$ cat config.mk
export PLATFORM = sky130hd
export DESIGN_NAME = fifo_rd_drain
export DESIGN_NICKNAME = d
export VERILOG_FILES = /design/src/rtl/fifo_drain_pkg.sv /design/src/rtl/rd_skid_buf.sv /design/src/rtl/fifo_rd_drain.sv
export SDC_FILE = /design/constraint.sdc
export NUM_CORES = 1
export LEC_CHECK = 0
export BUFFER_PORTS_ARGS = -buffer_cell sky130_fd_sc_hd__clkbuf_2
export CORE_MARGIN = 3
export CORE_UTILIZATION = 36
export DETAILED_ROUTE_END_ITERATION = 16
export MAX_ROUTING_LAYER = met4
export PLACE_DENSITY = 0.57
export RECOVER_POWER = 25
export SETUP_SLACK_MARGIN = 0.1
export SYNTH_ARGS = -nofsm -noshare
export SYNTH_HDL_FRONTEND = slang
export SYNTH_SLANG_ARGS = --single-unit
$ cat constraint.sdc
create_clock -name rclk -period 5.28 [get_ports rclk]
set_input_delay 0.264 -clock rclk [delete_from_list [all_inputs] [get_ports rclk]]
set_output_delay 0.264 -clock rclk [all_outputs]
set_load 0.02 [all_outputs]
$ cat src/rtl/fifo_drain_pkg.sv
// rtl/fifo_drain_pkg.sv - shared types and constants for the FIFO read-side drain
package fifo_drain_pkg;

  typedef enum logic [1:0] {
    IDLE  = 2'd0,
    BURST = 2'd1,
    GAP   = 2'd2
  } drain_state_t;

  localparam int BUF_DEPTH = 2;

endpackage

$ cat src/rtl/rd_skid_buf.sv
// rtl/rd_skid_buf.sv - 2-entry ordered output buffer between FIFO pops and the stream
module rd_skid_buf
  import fifo_drain_pkg::*;
#(
  parameter int DSIZE = 8
) (
  input  logic             rclk,
  input  logic             rrst,
  input  logic             push,
  input  logic [DSIZE-1:0] push_data,
  input  logic             pop,
  output logic [DSIZE-1:0] head_data,
  output logic [1:0]       occ
);

  logic [DSIZE-1:0] head_q;
  logic [DSIZE-1:0] tail_q;
  logic [1:0]       occ_q;

  assign head_data = head_q;
  assign occ       = occ_q;

  // Callers never push when full nor pop when empty, so only legal cases are decoded.
  always_ff @(posedge rclk) begin
    if (rrst) begin
      head_q <= '0;
      tail_q <= '0;
      occ_q  <= 2'd0;
    end else begin
      case ({push, pop})
        2'b10: begin
          if (occ_q == 2'd0) head_q <= push_data;
          else               tail_q <= push_data;
          occ_q <= occ_q + 2'd1;
        end
        2'b01: begin
          head_q <= tail_q;
          occ_q  <= occ_q - 2'd1;
        end
        2'b11: begin
          if (occ_q == 2'd1) begin
            head_q <= push_data;
          end else begin
            head_q <= tail_q;
            tail_q <= push_data;
          end
        end
        default: ;
      endcase
    end
  end

endmodule

$ cat src/rtl/fifo_rd_drain.sv
// rtl/fifo_rd_drain.sv - bursty FIFO read-side consumer with stream output, count and XOR checksum
module fifo_rd_drain
  import fifo_drain_pkg::*;
#(
  parameter int DSIZE  = 8,
  parameter int BLEN_W = 5,
  parameter int GAP_W  = 4,
  parameter int CNT_W  = 16
) (
  input  logic              rclk,
  input  logic              rrst,
  input  logic              en,
  input  logic [BLEN_W-1:0] burst_len,
  input  logic [GAP_W-1:0]  gap_len,
  input  logic [DSIZE-1:0]  rdata,
  input  logic              rempty,
  output logic              rinc,
  output logic [DSIZE-1:0]  m_data,
  output logic              m_valid,
  input  logic              m_ready,
  output logic [CNT_W-1:0]  rd_count,
  output logic [DSIZE-1:0]  xsum,
  output logic              busy
);

  drain_state_t      state, state_nxt;
  logic [BLEN_W-1:0] blen_q;
  logic [BLEN_W-1:0] bcnt;
  logic [GAP_W-1:0]  gap_q;
  logic [GAP_W-1:0]  gcnt;
  logic [1:0]        occ;
  logic              burst_done;

  rd_skid_buf #(.DSIZE(DSIZE)) u_buf (
    .rclk      (rclk),
    .rrst      (rrst),
    .push      (rinc),
    .push_data (rdata),
    .pop       (m_valid & m_ready),
    .head_data (m_data),
    .occ       (occ)
  );

  assign m_valid = (occ != 2'd0);
  assign busy    = (state != IDLE) | m_valid;

  // Widened compare so burst_len at its maximum still terminates the burst.
  assign burst_done = (blen_q != '0) &&
                      ((BLEN_W+1)'(bcnt) + (BLEN_W+1)'(1) == (BLEN_W+1)'(blen_q));

  always_comb begin
    rinc      = 1'b0;
    state_nxt = state;
    case (state)
      IDLE: begin
        if (en && !rempty) state_nxt = BURST;
      end
      BURST: begin
        rinc = en & ~rempty & (occ < 2'(BUF_DEPTH));
        if (!en)                     state_nxt = IDLE;
        else if (rinc && burst_done) state_nxt = (gap_q == '0) ? IDLE : GAP;
      end
      GAP: begin
        if (!en || gcnt == GAP_W'(1)) state_nxt = IDLE;
      end
      default: state_nxt = IDLE;
    endcase
  end

  always_ff @(posedge rclk) begin
    if (rrst) begin
      state    <= IDLE;
      blen_q   <= '0;
      gap_q    <= '0;
      bcnt     <= '0;
      gcnt     <= '0;
      rd_count <= '0;
      xsum     <= '0;
    end else begin
      state <= state_nxt;
      if (state == IDLE && state_nxt == BURST) begin
        blen_q <= burst_len;
        gap_q  <= gap_len;
        bcnt   <= '0;
      end else if (rinc) begin
        bcnt <= bcnt + BLEN_W'(1);
      end
      if (rinc) begin
        rd_count <= rd_count + CNT_W'(1);
        xsum     <= xsum ^ rdata;
      end
      if (state == BURST && state_nxt == GAP) gcnt <= gap_q;
      else if (state == GAP)                  gcnt <= gcnt - GAP_W'(1);
    end
  end

endmodule

==> qor.txt <==
P_leak: 1.358 nW
CP arrival: 2720 ps
Num ports: 57
EDFF count, synth: 0
Pwr dens: 335.7 nW/µm²
Critical path class: reg2reg
Initial Util: 38.26%
Dpl hpwl: 4.382 mm
Outcome: finished clean
Clock slew at reported path FFs: 70 ps
Synth Instances: 326
I/O Buffers: 56
Crit path launch type: flip-flop
Yosys warning count: 0
# hold bufs at CTS: 0
First-pass GRT wire length: 10.62 mm
CP Max Fanout: 18
Share of the synthesized area in the top cell type: 43.34%
Slew Limit Fails: 0
Routed len/inst: 12.76 µm
Worst setup margin: 2752 ps
H-tree depth: 3
Layout cell share with drive strength beyond 1: 15.84%
Pre-CTS setup slack: 2753 ps
Placed insts: 469
Pin count of the biggest net entering global routing: 57
Starting DRT DRC Count: 69
Final period util: 47.88%
Post-CTS sizing: 0
N_diodes: 0
Final Power: 0.001127 W
WHS: 148.3 ps
Nets: 412
Count of final hold-check violations: 0
Gr usage total: 15.55%
Synth Flop Type: dfxtp_1
Area contributors post-synth: dfxtp_1 43%, xor2_1 7.6%, nor2_1 6.8%
Required time of the worst setup path: 5470 ps
Post-CTS Setup Inserts: 0
Part of the Yosys area used for sequential elements: 43.34%
DR vias/cell: 4.829
Skew final: 6.640 ps
Synth Register Bits: 62
TritonCTS Buffers: 9
Most frequent cells after synthesis: 62 x dfxtp_1, 52 x nor2_1, 48 x nand2_1
Post-synthesis cell area: 2864 µm²
Syn_area_per_cell: 8.785 µm²
Vias in the first global route: 2267
Asr flop ratio synth: 0%
Critical path capture point type: flip-flop
Initial antenna violation count: 0
Final setup vio count: 0
Slew @ Worst Pin: 605.6 ps
Count leader, synth: dfxtp_1
Synth Net Count: 357
Max Clk Rate: 395.5 MHz
Vias: 2337
Site Rows: 31
CTS Buffer Depth: 2
Cell type with the largest total area after synthesis: dfxtp_1
Post-Layout Cell Count: 484
Hold_sp: gap_len[1]
Worst-Skew Late Latency: 340 ps
Drt pass-1 iters: 4
Critical path origin: state[1]
Hold Path Class: in2reg
RSZ-0062 raised after global routing: false
Area grow syn2layout: 17.26%
Slew headroom: 59.40%
Netlist cell types: 44
Clock tree root driver cell: clkbuf_8
Post-DRT Antenna Nets: 0
Placeable core area: 7486 µm²
Final WL: 6.174 mm
Setup TNS: 0 ps
Clock period minus worst slack: 2528 ps
GPL Wtd Cong: 0.7925
Die Span Y: 95.20 µm
DRC violations left: 0
Die area: 9062 µm²
Max rail drop VDD: 0.1681 mV
# clock sinks: 62
Max cap viols: 0
TritonCTS clock tree: yes
FF-to-FF Start: state[1]
Die X: 95.20 µm
Grt total ovfl: 0
[report_power, final]
| group | switching, W | leakage, nW | internal, W |
|---|---|---|---|
| clock network | 0.000179 | 0.0952 | 0.000227 |
| registers | 0.0000184 | 0.502 | 0.000497 |
| logic | 0.000136 | 0.761 | 0.0000705 |
| total | 0.000333 | 1.36 | 0.000794 |
[cells by family after synthesis]
logic type | Yosys count | share of synthesized area [%]
AND/OR/NAND/NOR | 140 | 23.29
flip-flops | 62 | 43.34
AO/OA/AOI/OAI | 46 | 11.10
XOR/XNOR | 35 | 10.70
buffers and inverters | 24 | 4.106
multiplexers | 10 | 3.539
adder cells (fa/ha/maj) | 9 | 3.932
[area by class of cell]
type / count / area [µm²]
Fill cell: 767 / 4128
Multi-Input combinational cell: 240 / 1505
Sequential cell: 62 / 1241
Timing Repair Buffer: 57 / 257.7
Clock buffer: 11 / 141.4
Tap cell: 99 / 123.9
Clock inverter: 4 / 47.55
Inverter: 11 / 41.29
[path summary, 6_finish.rpt]
kind | to | slack (ps) | cells past startpoint
max | u_buf.head_data[0] | 2750 | 8
max reg2reg | u_buf.head_data[0] | 2750 | 8
min reg2reg | gap_q[0] | 480 | 2
min | gap_q[1] | 150 | 3
[state kept, by name, indices dropped and copies added (netlist names)]
signal,count
state,2
bcnt,5
gcnt,4
gap_q,4
xsum,8
u_buf.occ,2
rd_count,16
blen_q,5
u_buf.tail_q,8
u_buf.head_data,8
[layout by cell type, fill, tap and decap left out, types with 10 or more instances in the layout]
cell type,n
dfxtp_1,62
nor2_1,52
inv_1,10
a211oi_1,13
xnor2_1,10
clkbuf_8,10
clkbuf_1,25
clkbuf_2,32
nand2_1,48
xor2_1,25
a21oi_1,14
[metal layers]
layer | up-vias | track usage [%] | part of all wire (%)
met3 | 7 | 5.604 | 5.8
met2 | 48 | 22.62 | 43
met5 | - | - | 0
met1 | 1072 | 20.04 | 50
li1 | 1210 | - | -
met4 | 0 | 5.048 | 1.2
[worst max-delay path: stages, from the launching register on]
cell and delay (ps):
dfxtp_1 380, and3b_1 240, nand2_2 170, clkinv_1 490, ha_1 430, nand2_1 100
nand2_1 210, a22oi_1 250, a211oi_1 90
[stage by stage]
| step | area (µm²) | utilization (%) |
|---|---|---|
| 6_report | 3358 | 44.86 |
| 5_1_grt | 3358 | 44.86 |
| 4_1_cts | 3388 | 45.26 |
| 3_5_place_dp | 3199 | 42.74 |
| 3_3_place_gp | 3199 | 42.74 |
| 2_1_floorplan | 2864 | - |
No activity file was read; power rests on OpenSTA's default activity.
